### src/rtl/count_run_ctrl_pkg.sv
// Shared types and constants for the run/stop/step controller of the BCD counter.
package count_run_ctrl_pkg;

  typedef enum logic [1:0] {
    IDLE = 2'd0,
    RUN  = 2'd1,
    STEP = 2'd2,
    HALT = 2'd3
  } state_t;

  localparam int unsigned STABLE_CYC_DEF = 1048576;

endpackage

### src/rtl/count_run_ctrl_if.sv
// Signal bundle between the controller, its buttons/divider and the BCD counter.
// Every strobe here is a single-cycle pulse with no ready/acknowledge path: the
// receiver samples it on the next rising clock edge.
interface count_run_ctrl_if;
  import count_run_ctrl_pkg::*;

  logic   btn_run;
  logic   btn_step;
  logic   tick;
  logic   carry_in;
  logic   count_en;
  logic   count_clr;
  logic   running;
  logic   halted;
  logic   run_level;
  logic   step_level;
  state_t state_dbg;

  modport master (
    input  btn_run, btn_step, tick, carry_in,
    output count_en, count_clr, running, halted, run_level, step_level, state_dbg
  );

  modport slave (
    output btn_run, btn_step, tick, carry_in,
    input  count_en, count_clr, running, halted, run_level, step_level, state_dbg
  );

endinterface

### src/rtl/count_run_ctrl_btn_debounce.sv
// Raw pushbutton conditioner: 2-flop synchronizer, stability counter and rising-edge press pulse.
module btn_debounce
  import count_run_ctrl_pkg::*;
#(
  parameter int unsigned STABLE_CYC = STABLE_CYC_DEF
) (
  input  logic clk,
  input  logic reset,
  input  logic raw_i,
  output logic level_o,
  output logic press_o
);

  localparam int unsigned CW = (STABLE_CYC > 2) ? $clog2(STABLE_CYC) : 1;
  localparam logic [CW-1:0] LAST = CW'(STABLE_CYC - 1);

  logic          sync1_q, sync2_q;
  logic          level_q, level_d;
  logic          level_prev_q;
  logic [CW-1:0] cnt_q, cnt_d;

  // The counter measures how long the synced input has disagreed with the level.
  always_comb begin
    level_d = level_q;
    cnt_d   = cnt_q;
    if (sync2_q == level_q) begin
      cnt_d = '0;
    end else if (cnt_q == LAST) begin
      level_d = ~level_q;
      cnt_d   = '0;
    end else begin
      cnt_d = cnt_q + 1'b1;
    end
  end

  always_ff @(posedge clk or negedge reset) begin
    if (!reset) begin
      sync1_q      <= 1'b0;
      sync2_q      <= 1'b0;
      level_q      <= 1'b0;
      level_prev_q <= 1'b0;
      cnt_q        <= '0;
    end else begin
      sync1_q      <= raw_i;
      sync2_q      <= sync1_q;
      level_q      <= level_d;
      level_prev_q <= level_q;
      cnt_q        <= cnt_d;
    end
  end

  assign level_o = level_q;
  assign press_o = level_q & ~level_prev_q;

endmodule

### src/rtl/count_run_ctrl.sv
// Run/stop/single-step FSM gating the divider tick into count-enable and clear pulses.
module count_run_ctrl
  import count_run_ctrl_pkg::*;
#(
  parameter int unsigned STABLE_CYC = STABLE_CYC_DEF,
  parameter bit          AUTO_STOP  = 1'b1
) (
  input  logic            clk,
  input  logic            reset,
  count_run_ctrl_if.master bus
);

  logic   run_press, step_press;
  logic   run_level, step_level;
  state_t state_q, state_d;
  logic   count_en_c, count_clr_c;
  logic   at_stop;

  btn_debounce #(.STABLE_CYC(STABLE_CYC)) u_run_db (
    .clk     (clk),
    .reset   (reset),
    .raw_i   (bus.btn_run),
    .level_o (run_level),
    .press_o (run_press)
  );

  btn_debounce #(.STABLE_CYC(STABLE_CYC)) u_step_db (
    .clk     (clk),
    .reset   (reset),
    .raw_i   (bus.btn_step),
    .level_o (step_level),
    .press_o (step_press)
  );

  assign at_stop = AUTO_STOP && bus.carry_in;

  // Presses are checked before the tick so a press always suppresses that cycle's pulse.
  always_comb begin
    state_d     = state_q;
    count_en_c  = 1'b0;
    count_clr_c = 1'b0;
    unique case (state_q)
      IDLE: begin
        if (run_press)       state_d = RUN;
        else if (step_press) state_d = STEP;
      end
      RUN: begin
        if (run_press) begin
          state_d = IDLE;
        end else if (bus.tick) begin
          if (at_stop) state_d = HALT;
          else         count_en_c = 1'b1;
        end
      end
      STEP: begin
        if (run_press) begin
          state_d = RUN;
        end else if (bus.tick) begin
          if (at_stop) begin
            state_d = HALT;
          end else begin
            count_en_c = 1'b1;
            state_d    = IDLE;
          end
        end
      end
      HALT: begin
        if (run_press) begin
          state_d     = IDLE;
          count_clr_c = 1'b1;
        end
      end
      default: state_d = IDLE;
    endcase
  end

  always_ff @(posedge clk or negedge reset) begin
    if (!reset) state_q <= IDLE;
    else        state_q <= state_d;
  end

  assign bus.count_en   = count_en_c;
  assign bus.count_clr  = count_clr_c;
  assign bus.running    = (state_q == RUN);
  assign bus.halted     = (state_q == HALT);
  assign bus.run_level  = run_level;
  assign bus.step_level = step_level;
  assign bus.state_dbg  = state_q;

endmodule

### src/flat_wrapper.sv
// flat-port wrapper written by rule: the top's interface ports become plain ports
module count_run_ctrl_flat import count_run_ctrl_pkg::*;
#(
  parameter int unsigned STABLE_CYC = STABLE_CYC_DEF,
  parameter bit          AUTO_STOP  = 1'b1
)
  (clk, reset, bus_btn_run, bus_btn_step, bus_tick, bus_carry_in, bus_count_en, bus_count_clr, bus_running, bus_halted, bus_run_level, bus_step_level, bus_state_dbg);
  count_run_ctrl_if bus_i ();
  input  logic clk;
  input  logic reset;
  input wire logic [$bits(bus_i.btn_run)-1:0] bus_btn_run;
  input wire logic [$bits(bus_i.btn_step)-1:0] bus_btn_step;
  input wire logic [$bits(bus_i.tick)-1:0] bus_tick;
  input wire logic [$bits(bus_i.carry_in)-1:0] bus_carry_in;
  output wire logic [$bits(bus_i.count_en)-1:0] bus_count_en;
  output wire logic [$bits(bus_i.count_clr)-1:0] bus_count_clr;
  output wire logic [$bits(bus_i.running)-1:0] bus_running;
  output wire logic [$bits(bus_i.halted)-1:0] bus_halted;
  output wire logic [$bits(bus_i.run_level)-1:0] bus_run_level;
  output wire logic [$bits(bus_i.step_level)-1:0] bus_step_level;
  output wire logic [$bits(bus_i.state_dbg)-1:0] bus_state_dbg;
  assign bus_i.btn_run = bus_btn_run;
  assign bus_i.btn_step = bus_btn_step;
  assign bus_i.tick = bus_tick;
  assign bus_i.carry_in = bus_carry_in;
  assign bus_count_en = bus_i.count_en;
  assign bus_count_clr = bus_i.count_clr;
  assign bus_running = bus_i.running;
  assign bus_halted = bus_i.halted;
  assign bus_run_level = bus_i.run_level;
  assign bus_step_level = bus_i.step_level;
  assign bus_state_dbg = bus_i.state_dbg;
  count_run_ctrl #(.STABLE_CYC(STABLE_CYC), .AUTO_STOP(AUTO_STOP)) u_core (.clk(clk), .reset(reset), .bus(bus_i));
endmodule
### config.mk
export PLATFORM = sky130hd
export DESIGN_NAME = count_run_ctrl_flat
export DESIGN_NICKNAME = d
export VERILOG_FILES = /design/src/rtl/count_run_ctrl_pkg.sv /design/src/rtl/count_run_ctrl_if.sv /design/src/rtl/count_run_ctrl_btn_debounce.sv /design/src/rtl/count_run_ctrl.sv /design/src/flat_wrapper.sv
export SDC_FILE = /design/constraint.sdc
export NUM_CORES = 1
export LEC_CHECK = 0
export ABC_AREA = 0
export CAP_MARGIN = 20
export CELL_PAD_IN_SITES_DETAIL_PLACEMENT = 0
export CELL_PAD_IN_SITES_GLOBAL_PLACEMENT = 1
export CORE_MARGIN = 4
export CORE_UTILIZATION = 50
export CTS_CLUSTER_DIAMETER = 120
export DETAILED_ROUTE_END_ITERATION = 8
export GPL_ROUTABILITY_DRIVEN = 0
export PLACE_DENSITY = 0.9
export SLEW_MARGIN = 10
export SYNTH_ARGS = -nofsm -noshare
export SYNTH_HDL_FRONTEND = slang
export SYNTH_SLANG_ARGS = --single-unit
### constraint.sdc
create_clock -name clk -period 3.32 [get_ports clk]
set_input_delay 0.664 -clock clk [delete_from_list [all_inputs] [get_ports clk]]
set_output_delay 0.664 -clock clk [all_outputs]
set_load 0.01 [all_outputs]
==> flow_metrics.py <==
metrics = {
    "routing": {
        "vias_per_cell": 5.57,
        "drc_errors": 0,
        "drtIter0Drc": 77,
        "wl_microns": 4570,
        "wire_per_inst_microns": 13.9,
        "ant_nets": 0,
        "dr.pass1.iters": 4,
        "vias": 1837,
    },
    "flow_run": {
        "max-cap-violations": 0,
    },
    "layout": {
        "drive_gt1_share_pct": 6.08,
        "num-nets-final": 275,
        "antenna_cells": 0,
        "finish.utilization_pct": 58.5,
        "fin_cells": 330,
        "final_area_sq_um": 2800,
        "area.growth.synth_to_final_pct": 11.6,
    },
    "yosys": {
        "yosys.cell_types.count": 39,
        "yosysWarnings": 0,
        "synthTopCellsByArea": "dfrtp_1, xnor2_1, nor2_1, nand4_1, ha_1",
        "yosysSeqAreaShare_pct": 49.9,
        "yosysTopAreaCellShare_pct": 49.9,
        "syn_area_sq_um": 2510,
        "ys.flop_type": "dfrtp_1",
        "synth-edff-count": 0,
        "synthesis.nets": 261,
        "post_synth.cell_area_avg_sq_um": 10.1,
        "synth_cells": 248,
        "synth-seq-cells": 50,
        "async_flop_share_pct": 100,
        "synth_top_cell_by_area": "dfrtp_1",
    },
    "grt": {
        "grt_pass1_wl_microns": 8160,
        "grt_pass1_vias": 1833,
        "grt_overflow": 0,
        "grt_max_degree": 51,
        "grt.total_usage_pct": 16.2,
        "antenna_found_initial": 0,
    },
    "floorplanning": {
        "die_x_microns": 78.8,
        "initial_core_util_pct": 52.4,
        "dieArea_sq_um": 6210,
        "row_count": 25,
        "die_y_microns": 78.8,
        "num_io_pins": 14,
        "coreArea_sq_um": 4790,
    },
    "cts": {
        "cts.sinks": 50,
        "post_cts_resized": 0,
        "path_clk_slew_ns": 0.08,
        "post-cts-setup-buffers": 0,
        "cts_hold_buf": 0,
        "cts-buffers-inserted": 5,
        "clock_tree.htree_level_count": 2,
        "clk_latency_ns": 0.30,
        "cts_tree": "done",
        "cts_root_buf": "clkbuf_8",
        "clock_path_buffers": 2,
    },
    "pwr": {
        "peakVddDrop_mv": 0.273,
        "power_frac_seq_pct": 60.9,
        "p_total_mw": 1.03,
        "power_frac_clock_pct": 35.0,
        "p_sw_share_pct": 22.0,
        "powerDensity_nw_per_um2": 366,
        "p_switching_uw": 225,
        "p_leak_nw": 1.16,
        "p_comb_share_pct": 4.1,
        "power.internal_uw": 800,
    },
    "worst_setup_path": {
        "critPathKind": "input pin to primary output",
        "cp-end-kind": "primary output",
        "required_ns": 2.66,
        "critPathMaxFanout": 3,
        "cpPeakStageDelay_ns": 0.56,
        "crit_top_cell": "clkdlybuf4s50_1",
        "start_kind": "input pin",
        "r2r_slack_ns": 1.32,
        "crit_arrival_ns": 1.91,
        "path_cells": "clkdlybuf4s50_1, nand2_1, nor3_1, clkdlybuf4s50_1",
        "cp_slowest_cell": "clkdlybuf4s50_1",
    },
    "sta": {
        "fin_skew_ns": 0.00430,
        "finalHoldViolations": 0,
        "rsz0062_at_grt": "false",
        "tns_ns": 0,
        "period_share_pct": 77.4,
        "timing.hold.ws_ns": 0.326,
        "worst_slack_ns": 0.749,
        "maxClockFrequency_ghz": 0.389,
        "max_slew_margin_pct": 57.1,
        "period_needed_ns": 2.57,
        "setup_viol": 0,
        "worst_pin_slew_ns": 0.638,
        "drv_slew": 0,
    },
    "place": {
        "port_buffers": 13,
        "place_inst": 321,
        "pre_cts_slack_ns": 0.746,
        "detailed_place_hpwl_microns": 3170,
        "placed_cell_area_sq_um": 2690,
    },
    "worst_hold_path": {
        "hold_class": "input pin to async pin",
    },
    "run_status": {
        "outcome": "finished, final reports clean",
    },
}
==> registers in the layout (all words and copies together), names as in the netlist <==
signal                         count
u_core.u_run_db.cnt_q             20
u_core.u_step_db.sync2_q           1
u_core.bus.state_dbg               2
u_core.u_run_db.sync2_q            1
u_core.u_run_db.sync1_q            1
u_core.u_run_db.level_prev_q       1
u_core.u_step_db.level_o           1
u_core.u_step_db.sync1_q           1
u_core.u_step_db.cnt_q            20
u_core.u_run_db.level_o            1
u_core.u_step_db.level_prev_q      1
==> critical path: cells and delay by family <==
family | cells | cell delay (ns)
buffers and inverters | 2 | 1.05
and+or+nand+nor | 2 | 0.18
==> cells in the mapped netlist (all sizes together), types with 6 or more instances <==
library cell  instances
inv                   7
and3                  6
nand3                13
a21oi                12
xor2                 10
xnor2                17
nand4                18
dfrtp                50
nor2                 31
ha                    7
nor4                  8
nand2                15
o21ai                 7
==> path summary, 6_finish.rpt <==
path / start / to / cells after the start
setup / recovery: bus_tick / bus_count_en / 4
hold / removal: reset / u_core.u_step_db.cnt_q[11]$_DFF_PN0_ / 1
setup reg to reg: u_core.u_step_db.cnt_q[0]$_DFF_PN0_ / u_core.u_step_db.cnt_q[8]$_DFF_PN0_ / 5
hold reg to reg: u_core.u_step_db.sync1_q$_DFF_PN0_ / u_core.u_step_db.sync2_q$_DFF_PN0_ / 0
max in group asynchronous: reset / u_core.u_run_db.level_prev_q$_DFF_PN0_ / 2
min in group clk: u_core.u_step_db.sync1_q$_DFF_PN0_ / u_core.u_step_db.sync2_q$_DFF_PN0_ / 0
==> cells in the final DEF (no fill, tap or decap), drive strengths merged, types with 5 or more instances in the layout <==
| cell | synthesis | routed |
|---|---|---|
| nand2 | 15 | 15 |
| nand3 | 13 | 13 |
| a21oi | 12 | 12 |
| nor2 | 31 | 31 |
| clkbuf | 5 | 7 |
| nor4 | 8 | 8 |
| o21ai | 7 | 7 |
| dfrtp | 50 | 50 |
| and3 | 6 | 6 |
| clkdlybuf4s50 | 0 | 12 |
| or4 | 5 | 5 |
| ha | 7 | 7 |
| nand4 | 18 | 18 |
| inv | 7 | 7 |
| xor2 | 10 | 10 |
| xnor2 | 17 | 17 |
==> cells by family after synthesis <==
group           count (synthesis)  share of synthesized area [%]
compound gates                 32                           8.03
simple gates                  113                           24.8
xor+xnor                       27                           9.43
fa+ha+maj                       7                           3.49
mux                             5                           2.09
buf+inv                        14                           2.24
flops                          50                           49.9
==> routing by layer <==
| layer | share of wire (%) | track usage [%] | wire [microns] |
|---|---|---|---|
| met5 | 0 | 0 | 0 |
| met4 | 2.3 | 7.22 | 106 |
| met3 | 2.1 | 3.06 | 98 |
| met2 | 49 | 27.7 | 2230 |
| met1 | 47 | 20.0 | 2140 |
==> layout make-up <==
class                           instances  area (sq um)
Fill cell                             421          1990
Sequential cell                        50          1250
Multi-Input combinational cell        184          1200
Timing Repair Buffer                   14           145
Clock buffer                            7          86.3
Tap cell                               67          83.8
Inverter                                7          26.3
Clock inverter                          1          5.00
==> power groups by stage <==
stage | registers, mW | logic [mW] | clock network [mW]
after floorplan | 0.635 | 0.0187 | 0
after global placement | 0.637 | 0.0397 | 0
after detailed placement | 0.637 | 0.0398 | 0
after CTS | 0.625 | 0.0401 | 0.377
after global routing | 0.627 | 0.0496 | 0.398
final | 0.625 | 0.0416 | 0.359
No activity file was read; power rests on OpenSTA's default activity.
